**src/rtl/arith_pkg.sv**
```systemverilog
// Shared widths for the small Vedic multiplier family.
package arith_pkg;
  localparam int OPW = 3;       // operand width
  localparam int PW  = 2 * OPW; // exact product width
endpackage

```
**src/rtl/full_adder.sv**
```systemverilog
// One-bit full adder; also serves as a half adder with cin tied low.
module full_adder (
  input  logic a,
  input  logic b,
  input  logic cin,
  output logic sum,
  output logic cout
);
  assign sum  = a ^ b ^ cin;
  assign cout = (a & b) | (a & cin) | (b & cin);
endmodule

```
**src/rtl/vedic_3bit.sv**
```systemverilog
// Registered 3x3 unsigned multiplier, vertical-and-crosswise column reduction.
module vedic_3bit
  import arith_pkg::*;
(
  input  logic           clk,
  input  logic           rst,
  input  logic [OPW-1:0] a,
  input  logic [OPW-1:0] b,
  input  logic           in_valid,
  output logic [PW-1:0]  p,
  output logic           out_valid
);

  logic [OPW-1:0][OPW-1:0] pp;   // pp[i][j] = a[i] & b[j]
  logic [PW-1:0]           prod;
  logic                    c1, s2a, c2a, c2b, s3a, c3a, c3b, c4;
  logic [PW-1:0]           p_d, p_q;
  logic                    out_valid_d, out_valid_q;

  // Partial-product AND array
  always_comb begin
    pp = '0;
    for (int i = 0; i < OPW; i++)
      for (int j = 0; j < OPW; j++)
        pp[i][j] = a[i] & b[j];
  end

  // Column 1: two terms, half adder
  full_adder u_col1 (.a(pp[1][0]), .b(pp[0][1]), .cin(1'b0), .sum(prod[1]), .cout(c1));

  // Column 2: three products, then fold in column-1 carry
  full_adder u_col2a (.a(pp[2][0]), .b(pp[1][1]), .cin(pp[0][2]), .sum(s2a), .cout(c2a));
  full_adder u_col2b (.a(s2a), .b(c1), .cin(1'b0), .sum(prod[2]), .cout(c2b));

  // Column 3: two products plus first col-2 carry, then the second col-2 carry
  full_adder u_col3a (.a(pp[2][1]), .b(pp[1][2]), .cin(c2a), .sum(s3a), .cout(c3a));
  full_adder u_col3b (.a(s3a), .b(c2b), .cin(1'b0), .sum(prod[3]), .cout(c3b));

  // Column 4: top product plus both col-3 carries; its carry is the MSB
  full_adder u_col4 (.a(pp[2][2]), .b(c3a), .cin(c3b), .sum(prod[4]), .cout(c4));

  assign prod[0] = pp[0][0];
  assign prod[5] = c4;

  // Output stage next-state: load on valid, otherwise hold (blocks X on idle operands)
  always_comb begin
    p_d         = p_q;
    out_valid_d = in_valid;
    if (in_valid) p_d = prod;
  end

  // Output register with asynchronous reset
  always_ff @(posedge clk or posedge rst) begin
    if (rst) begin
      p_q         <= '0;
      out_valid_q <= 1'b0;
    end else begin
      p_q         <= p_d;
      out_valid_q <= out_valid_d;
    end
  end

  assign p         = p_q;
  assign out_valid = out_valid_q;

endmodule

```
**config.mk**
```make
export PLATFORM = sky130hd
export DESIGN_NAME = vedic_3bit
export DESIGN_NICKNAME = d
export VERILOG_FILES = /design/src/rtl/arith_pkg.sv /design/src/rtl/full_adder.sv /design/src/rtl/vedic_3bit.sv
export SDC_FILE = /design/constraint.sdc
export NUM_CORES = 1
export LEC_CHECK = 0
export ABC_CLOCK_PERIOD_IN_PS = 1000
export CAP_MARGIN = 20
export CELL_PAD_IN_SITES_DETAIL_PLACEMENT = 1
export CELL_PAD_IN_SITES_GLOBAL_PLACEMENT = 2
export CORE_AREA = 10 10 51 53
export CTS_BUF_LIST = sky130_fd_sc_hd__clkbuf_8
export DETAILED_ROUTE_END_ITERATION = 8
export DIE_AREA = 0 0 61 63
export MAX_ROUTING_LAYER = met4
export PLACE_DENSITY_LB_ADDON = 0.1
export SLEW_MARGIN = 20
export SYNTH_ARGS = -nofsm -noshare
export SYNTH_HDL_FRONTEND = slang
export SYNTH_HIERARCHICAL = 1
export SYNTH_SLANG_ARGS = --single-unit
```
**constraint.sdc**
```tcl
create_clock -name clk -period 1 [get_ports clk]
set_input_delay 0.15 -clock clk [delete_from_list [all_inputs] [get_ports clk]]
set_output_delay 0.15 -clock clk [all_outputs]
set_load 0.005 [all_outputs]
```
Word level (Yosys, flattened, before mapping)
Index checks and enable logic that the tools add are counted.
- register bits after elaboration: 7
- RAM bits: 0
- memory bits (read-only): 0
- output and inout port bits: 7
- memories: 0
- word-level logic and storage cells: 38
- latch bits: 0
- shift-type cells: 0
- muxes and demuxes: 0
- $lt $le $gt $ge: 0
- bitwise gates (word level): 36
- equal/unequal tests: 0
- multipliers: 0
- divide/modulo/power cells: 0
- reduce and logical (&&, ||, !) cells: 0
- $add $sub $neg: 0
- operator list (cell ; count):
    AND 1 bit ; 21
    XOR 1 bit ; 9
    OR 1 bit ; 6

Depth between registers and ports, before layout
Gate-level depths: netlist of run 1.
- word-level depth: 10
- depth in mapped cells: 6

Modules after synthesis
Netlist of run 1, hierarchy kept.
- by module, submodules not included (module ; times used ; cells each ; area an instance (um^2) ; seq. area each (um^2)):
    vedic_3bit ; 1 ; 26 ; 332.8 ; 175.2
    full_adder ; 6 ; 1 ; 20.0 ; 0.0

Least setup slack after synthesis of run 1
No wires, ideal clock.
- path type: input to register
- from: input a[2]
- to: register p_q[4], in the netlist p[4]
- required time: 875 ps
- path slack: -1461 ps
- library setup time: 125 ps
- cell stages on the path: 6
- buffers on the path: 0
- arrival: 2336 ps
- cells stage by stage: and2_1 fa_1 fa_1 fa_1 fa_1 mux2_4
- elaborated cells between the ends (all ways): 20
- those cells by class: 20 x bitwise
- RTL lines (what ; line ; RTL):
    start: declaration ; vedic_3bit.sv:7 ; input logic [OPW-1:0] a,
    AND 1 bit ; vedic_3bit.sv:25 ; pp[i][j] = a[i] & b[j];
    XOR 1 bit (2 in series) ; full_adder.sv:9 ; assign sum = a ^ b ^ cin;
    named net s2a ; vedic_3bit.sv:16 ; logic c1, s2a, c2a, c2b, s3a, c3a, c3b, c4;
    AND 1 bit ; full_adder.sv:10 ; assign cout = (a & b) | (a & cin) | (b & cin);
    named net c2b ; vedic_3bit.sv:16 ;
    AND 1 bit ; full_adder.sv:10 ;
    named net c3b ; vedic_3bit.sv:16 ;
    XOR 1 bit ; full_adder.sv:9 ;
    named net prod[4] ; vedic_3bit.sv:15 ; logic [PW-1:0] prod;
    end signal: assignment ; vedic_3bit.sv:58 ; p_q <= p_d;
    end: declaration ; vedic_3bit.sv:17 ; logic [PW-1:0] p_d, p_q;
The timed path passes the listed nets, and every way through them passes these cells.
A chain may end at the register's enable or synchronous reset.

==> parameters.txt, run 1 <==
Parameter                              Value

Status
  Outcome    finished with violations
  Failing checks    setup timing

Min path
  Type of the worst min-delay path    in2async

Critical path
  Chain of cells forming the critical path    buf_6 > and2_4 > fa_2 > fa_1 > fa_2 > fa_2 > mux2_4
  Data arrival, critical path    2.27 ns
  Kind of critical path    in2reg
  Kind of cell adding the most delay to the critical path    adder cells
  Timing startpoint of the critical path    b[1]
  Maximum fanout along the worst path    3
  CP dominant cell by count    sky130_fd_sc_hd__fa_2
  Critical path's slowest cell    sky130_fd_sc_hd__fa_1
  Launching element type of the critical path    input pin
  Critical register-to-register path startpoint    p[5]
  Capturing element type of the critical path    flip-flop
  Max incr delay on CP    0.48 ns
  WP data required    around 1.1 ns
  Cells on worst reg2reg path    2
  Critical path depth    7
  Buffering stage count on the worst path with inverters included    1

Detailed routing
  Post-route DRC violation count    0
  Vias after detailed routing    325
  Number of vias per cell after detailed routing    4.33
  Antenna viol nets, final    0
  Number of DRC violations after detailed-routing iteration 0    0
  Total wire length    roughly 1100 um
  First drt pass iteration count    1
  WL/cell    14.1 um

Global routing
  Grt total ovfl    0
  First-pass GRT wire length    1750 um
  Total track usage    0.0603
  Via count of the first global-routing pass    379
  Largest net degree at the start of global routing    9
  Number of antenna violations at the first check in global routing    0

Timing
  F_max    roughly 0.46 GHz
  Count of final setup violators    5
  RSZ-0062 raised after global routing    yes
  Pins Over Slew Limit    0
  Slack of the critical path    -1.17 ns
  Period utilisation layout    2.17
  Fin crit period    2.17 ns
  Setup Skew    0 ns
  Hold Vio Cnt, Final    0

Placed design
  Worst slack at placement    -1.83 ns
  Detailed placement HPWL    942 um
  Number of buffer cells added on primary ports    15
  Routability congestion estimate from global placement    0.652

Run
  Reported max-cap violation count    0

Cells and area
  Number of nets at the end of the flow    74
  Fillers    180
  Area used by multi-input combinational logic    between 200 and 300 um2
  Area added between synthesis and finish    62.4%
  Proportion of layout cells with a drive suffix above 1    0.534
  Count of antenna diodes in the layout    0
  Sequential cell area    175 um2

Power
  Share of total power in sequential cells    0.330
  Portion of total power attributed to the clock network    0.327
  Internal power of the cells    875 uW
  Total leakage power    0.000354 uW
  Max VDD drop    roughly 430 uV
  Total Power Consumption    1150 uW
  Net load switching power    271 uW
  Combinational share of power    0.342
  Switching part of the total power    0.236
  Power Density    1560 nW/um2

CTS
  Total of hold buffers inserted after clock tree synthesis    0
  Root buf cell    sky130_fd_sc_hd__clkbuf_8
  Htree depth    1
  CTS tree    done
  Clock Latency Late Sink    0.22 ns
  CTS Buf Count    3
  Worst-path clk slew    0.04 ns
  Maximum buffer depth of the clock tree    2
  Count of clock tree sinks    7

Logic synthesis
  Number of cells produced by synthesis    32
  Post-synthesis average cell area    ~14 um2
  Number of unique standard cell types used by synthesis    9
  Combined area of all synthesized cells    between 400 and 500 um2
  Total of flip-flops plus latches after synthesis    7
  Sequential fraction of the synthesis area    0.387
  Warnings, synthesis    6

Floorplan
  Die Span Y    63 um
  Number of rows created at floorplan    15
  Starting density of the core    0.274
  Core Box Area    1650 um2
  Die Outline Area    3840 um2
  Die span in x    61 um
  Count of boundary I/O pins    16
==> cell families (layout without fill, tap and decap cells) <==
kind of cell             count (synthesis)  count (layout)  synth area share
AND/OR/NAND/NOR                          9               9             0.122
flip-flops                               7               7             0.387
adder cells (fa/ha/maj)                  6               6             0.265
multiplexers                             5               5             0.166
buffers and inverters                    3              27            0.0414
other                                    1               3           0.00828
AO/OA/AOI/OAI                            1               1            0.0110
==> worst reg2reg max path, delay by kind of cell (launching register included) <==
| family | cells | cell delay (ns) |
|---|---|---|
| flops | 1 | 0.38 |
| mux | 1 | 0.26 |
| buf+inv | 1 | 0.14 |
==> path summary, 6_finish.rpt <==
check	end	slack (ns)
max	p[4]	-1.17
min	p[3]	0.16
max reg2reg	p[5]	0.12
min reg2reg	p[1]	0.51
max in group asynchronous	p[0]	0.63
min in group clk	p[0]	0.26
==> flip-flops by register name (all words and copies together), names as in the netlist <==
signal	flops
out_valid	1
p	6
==> routing by layer <==
layer	track usage	wire length (um)	vias up
met3	0.0203	65	2
met2	0.105	552	13
met1	0.0613	431	163
li1	-	-	147
met4	0.0165	7	0
met5	-	0	-
==> cells in the mapped netlist (all sizes together) <==
master,instances,area (um2)
and2,8,50.1
dfrtp,7,175
fa,6,120
mux2,5,75.1
inv,2,7.51
buf,1,11.3
conb,1,3.75
nand3,1,5.00
o21ai,1,5.00
==> timing repair <==
action / 4_1_cts / 5_1_grt
setup buffers: 1 / 0
endpoints found under the setup margin: 12 / 7
resized for setup: 44 / 5
pin swaps: 8 / 6
cloned: 0 / 0
==> cell type report <==
| class | instances | area share |
|---|---|---|
| repair buffers | 21 | 0.265 |
| inverters | 2 | 0.0102 |
| multi-input cells | 24 | 0.396 |
| well taps | 17 | 0.0289 |
| clock inverters | 1 | 0.00510 |
| clock buffers | 3 | 0.0561 |
| flip-flops and latches | 7 | 0.238 |
==> power groups by stage <==
stage          logic (uW)  registers (uW)  clock network [uW]
6_report              392             379                 375
3_5_place_dp          413             385                   0
2_1_floorplan         175             384                   0
5_1_grt               442             389                 401
4_1_cts               414             379                 385
3_3_place_gp          401             379                   0
==> metrics by stage <==
stage / std cells / setup TNS, ns / utilization / hold slack [ns] / cell area (um2)
final: 75 / -3.76 / 0.445 / 0.164 / 736
after CTS: 75 / -4.09 / 0.438 / 0.174 / 723
after global routing: 75 / -3.95 / 0.445 / 0.201 / 736
after detailed placement: 70 / -7.05 / 0.408 / 0.403 / 673
after floorplan: 34 / -3.58 / - / -0.0466 / 475
after global placement: 70 / -6.83 / 0.408 / 0.386 / 673
==> layout by cell type, fill, tap and decap left out, types with 3 or more instances in the layout <==
cell type                         count
sky130_fd_sc_hd__and2_1               3
sky130_fd_sc_hd__and2_4               5
sky130_fd_sc_hd__buf_4                5
sky130_fd_sc_hd__buf_6                6
sky130_fd_sc_hd__clkbuf_8             3
sky130_fd_sc_hd__clkdlybuf4s15_1      6
sky130_fd_sc_hd__conb_1               3
sky130_fd_sc_hd__dfrtp_1              7
sky130_fd_sc_hd__fa_2                 5
sky130_fd_sc_hd__inv_1                3
sky130_fd_sc_hd__mux2_4               5
Note: power is estimated with default switching activity, not from simulation.
==> run 2, diff against run 1 <==
ABC_CLOCK_PERIOD_IN_PS = 2650   (was 1000)
CORE_AREA = 10 10 50 52   (was 10 10 51 53)
DIE_AREA = 0 0 60 62   (was 0 0 61 63)
clock period = 2.65 ns   (was 1 ns; I/O delays follow)
==> run 2 against run 1 <==
Against the previous run:
- the flow now finishes without violations
- sequential power fell by 62%
- clock-buffer cell count unchanged
- critical path depth unchanged
- register-to-register slack better by 1.8 ns
- utilization decreased by 2.7 points
- hold slack better by 0.24 ns
- sequential share of layout area rose by 2.1 points
- clock skew is the same
- cell count fell by 4.0%
- total power decreased by 63%
- highest routed layer unchanged
==> parameters.txt, run 2 (synthesis gave the netlist of run 1 again) <==
Parameter                              Value

Status
  Outcome    complete, no violations

Cells and area
  Leading cell type in the layout, fill and taps excluded    sky130_fd_sc_hd__clkdlybuf4s50_1
  Proportion of layout cells with a drive suffix above 1    0.436
  Area added between synthesis and finish    49.2%
  Fillers    173
  Number of nets at the end of the flow    71
  Area used by multi-input combinational logic    284 um2
  Leading cell types in the layout, fill and taps excluded    sky130_fd_sc_hd__clkdlybuf4s50_1, sky130_fd_sc_hd__dfrtp_1, sky130_fd_sc_hd__clkbuf_2
  Count of antenna diodes in the layout    0
  Max reg flops    6
  Sequential cell area    175 um2

Power
  Portion of total power attributed to the clock network    0.335
  Net load switching power    ~100 uW
  Max VDD drop    179 uV
  Total leakage power    about 0.00032 uW
  Switching part of the total power    0.239
  Power Density    631 nW/um2
  Total Power Consumption    426 uW
  Share of total power in sequential cells    0.338
  Combinational share of power    0.327
  Internal power of the cells    about 320 uW

Critical path
  WP data required    2.75 ns
  Capturing element type of the critical path    flip-flop
  Critical path's slowest cell    sky130_fd_sc_hd__fa_1
  Chain of cells forming the critical path    clkbuf_2 > and2_4 > fa_2 > fa_1 > fa_2 > fa_1 > mux2_4
  Launching element type of the critical path    input pin
  Maximum fanout along the worst path    3
  Max incr delay on CP    around 0.5 ns
  Kind of cell adding the most delay to the critical path    adder cells
  Buffering stage count on the worst path with inverters included    1
  Data arrival, critical path    2.67 ns
  Kind of critical path    in2reg

Floorplan
  Die span in x    roughly 60 um
  Core Box Area    1610 um2
  Number of rows created at floorplan    15
  Starting density of the core    0.281
  Die Outline Area    3720 um2
  Count of boundary I/O pins    16
  Die Span Y    62 um

Detailed routing
  First drt pass iteration count    2
  Antenna viol nets, final    0
  Number of vias per cell after detailed routing    4.32
  Vias after detailed routing    311
  WL/cell    15.2 um
  Total wire length    1090 um
  Number of DRC violations after detailed-routing iteration 0    2
  Post-route DRC violation count    0

Global routing
  Grt total ovfl    0
  Number of antenna violations at the first check in global routing    0
  Total track usage    0.0695
  Via count of the first global-routing pass    slightly below 400
  First-pass GRT wire length    1810 um
  Largest net degree at the start of global routing    9

Timing
  Pins Over Slew Limit    0
  Fin crit period    2.56 ns
  F_max    0.390 GHz
  RSZ-0062 raised after global routing    no
  Count of final setup violators    0
  Setup Skew    0 ns
  TNS Setup    0 ns
  Period utilisation layout    0.968
  Hold Vio Cnt, Final    0

CTS
  CTS Buf Count    3
  Htree depth    1
  Root buf cell    sky130_fd_sc_hd__clkbuf_8
  Clock Latency Late Sink    0.22 ns
  Number of post-CTS setup repair buffers    0
  Count of clock tree sinks    7
  Total of hold buffers inserted after clock tree synthesis    0
  Maximum buffer depth of the clock tree    2
  CTS tree    done
  Worst-path clk slew    0.04 ns

Min path
  Type of the worst min-delay path    in2async

Run
  Reported max-cap violation count    0

Placed design
  Routability congestion estimate from global placement    0.675
  Number of buffer cells added on primary ports    15
## run 2: routing by layer
layer,part of all wire,track usage,up-vias,wire length [um]
met5,0,-,-,0
met4,0.016,0.0385,0,17
met3,0.087,0.0224,2,95
met2,0.53,0.128,13,574
met1,0.37,0.0614,153,404
li1,-,-,143,-
## run 2: layout make-up
type | instances | area share
clock inverter | 1 | 0.00556
clock buffer | 3 | 0.0611
sequential | 7 | 0.259
timing repair buffer | 18 | 0.211
tap | 17 | 0.0315
inverter | 2 | 0.0111
multi-input combinational | 24 | 0.420
## run 2: metrics by stage
| step | setup slack, ns | instance area, um2 | cells | hold slack, ns | utilization |
|---|---|---|---|---|---|
| 5_1_grt | 0.0102 | 676 | 72 | 0.436 | 0.419 |
| 3_5_place_dp | -0.499 | 651 | 68 | 0.510 | 0.403 |
| 6_report | 0.0853 | 676 | 72 | 0.409 | 0.419 |
| 2_1_floorplan | 0.0236 | 468 | 34 | 0.201 | - |
| 3_3_place_gp | -0.446 | 651 | 68 | 0.498 | 0.403 |
| 4_1_cts | 0.0293 | 698 | 72 | 0.421 | 0.433 |
## run 2: path summary, 6_finish.rpt
| kind | start | endpoint | slack, ns | cells after the start |
|---|---|---|---|---|
| worst min register to register | p[3] | p[3] | 0.51 | 1 |
| worst min-delay path | rst | p[2] | 0.41 | 2 |
| worst max register to register | p[5] | p[5] | 1.87 | 1 |
| min in group clk | p[3] | p[3] | 0.51 | 1 |
| max in group asynchronous | rst | p[0] | 2.04 | 2 |
| worst max-delay path | b[2] | p[4] | 0.09 | 7 |
## run 2: power by group through the flow
stage	logic (uW)	clock network [uW]	registers (uW)
finish	139	143	144
global route	154	152	148
CTS	145	146	145
detailed placement	148	0	146
global placement	142	0	144
floorplan	66.1	0	145
## run 2: what timing repair did
item                       in CTS  in global routing
pin swaps                       4                  5
hold endpoints to repair        0                  0
setup endpoints to repair       2                  1
gates resized for setup        10                 12
==> run 3, diff against run 2 <==
TNS_END_PERCENT = 1   (was default)
==> results of run 3 <==
Final layout, timing and power as in run 2 (identical DEF).
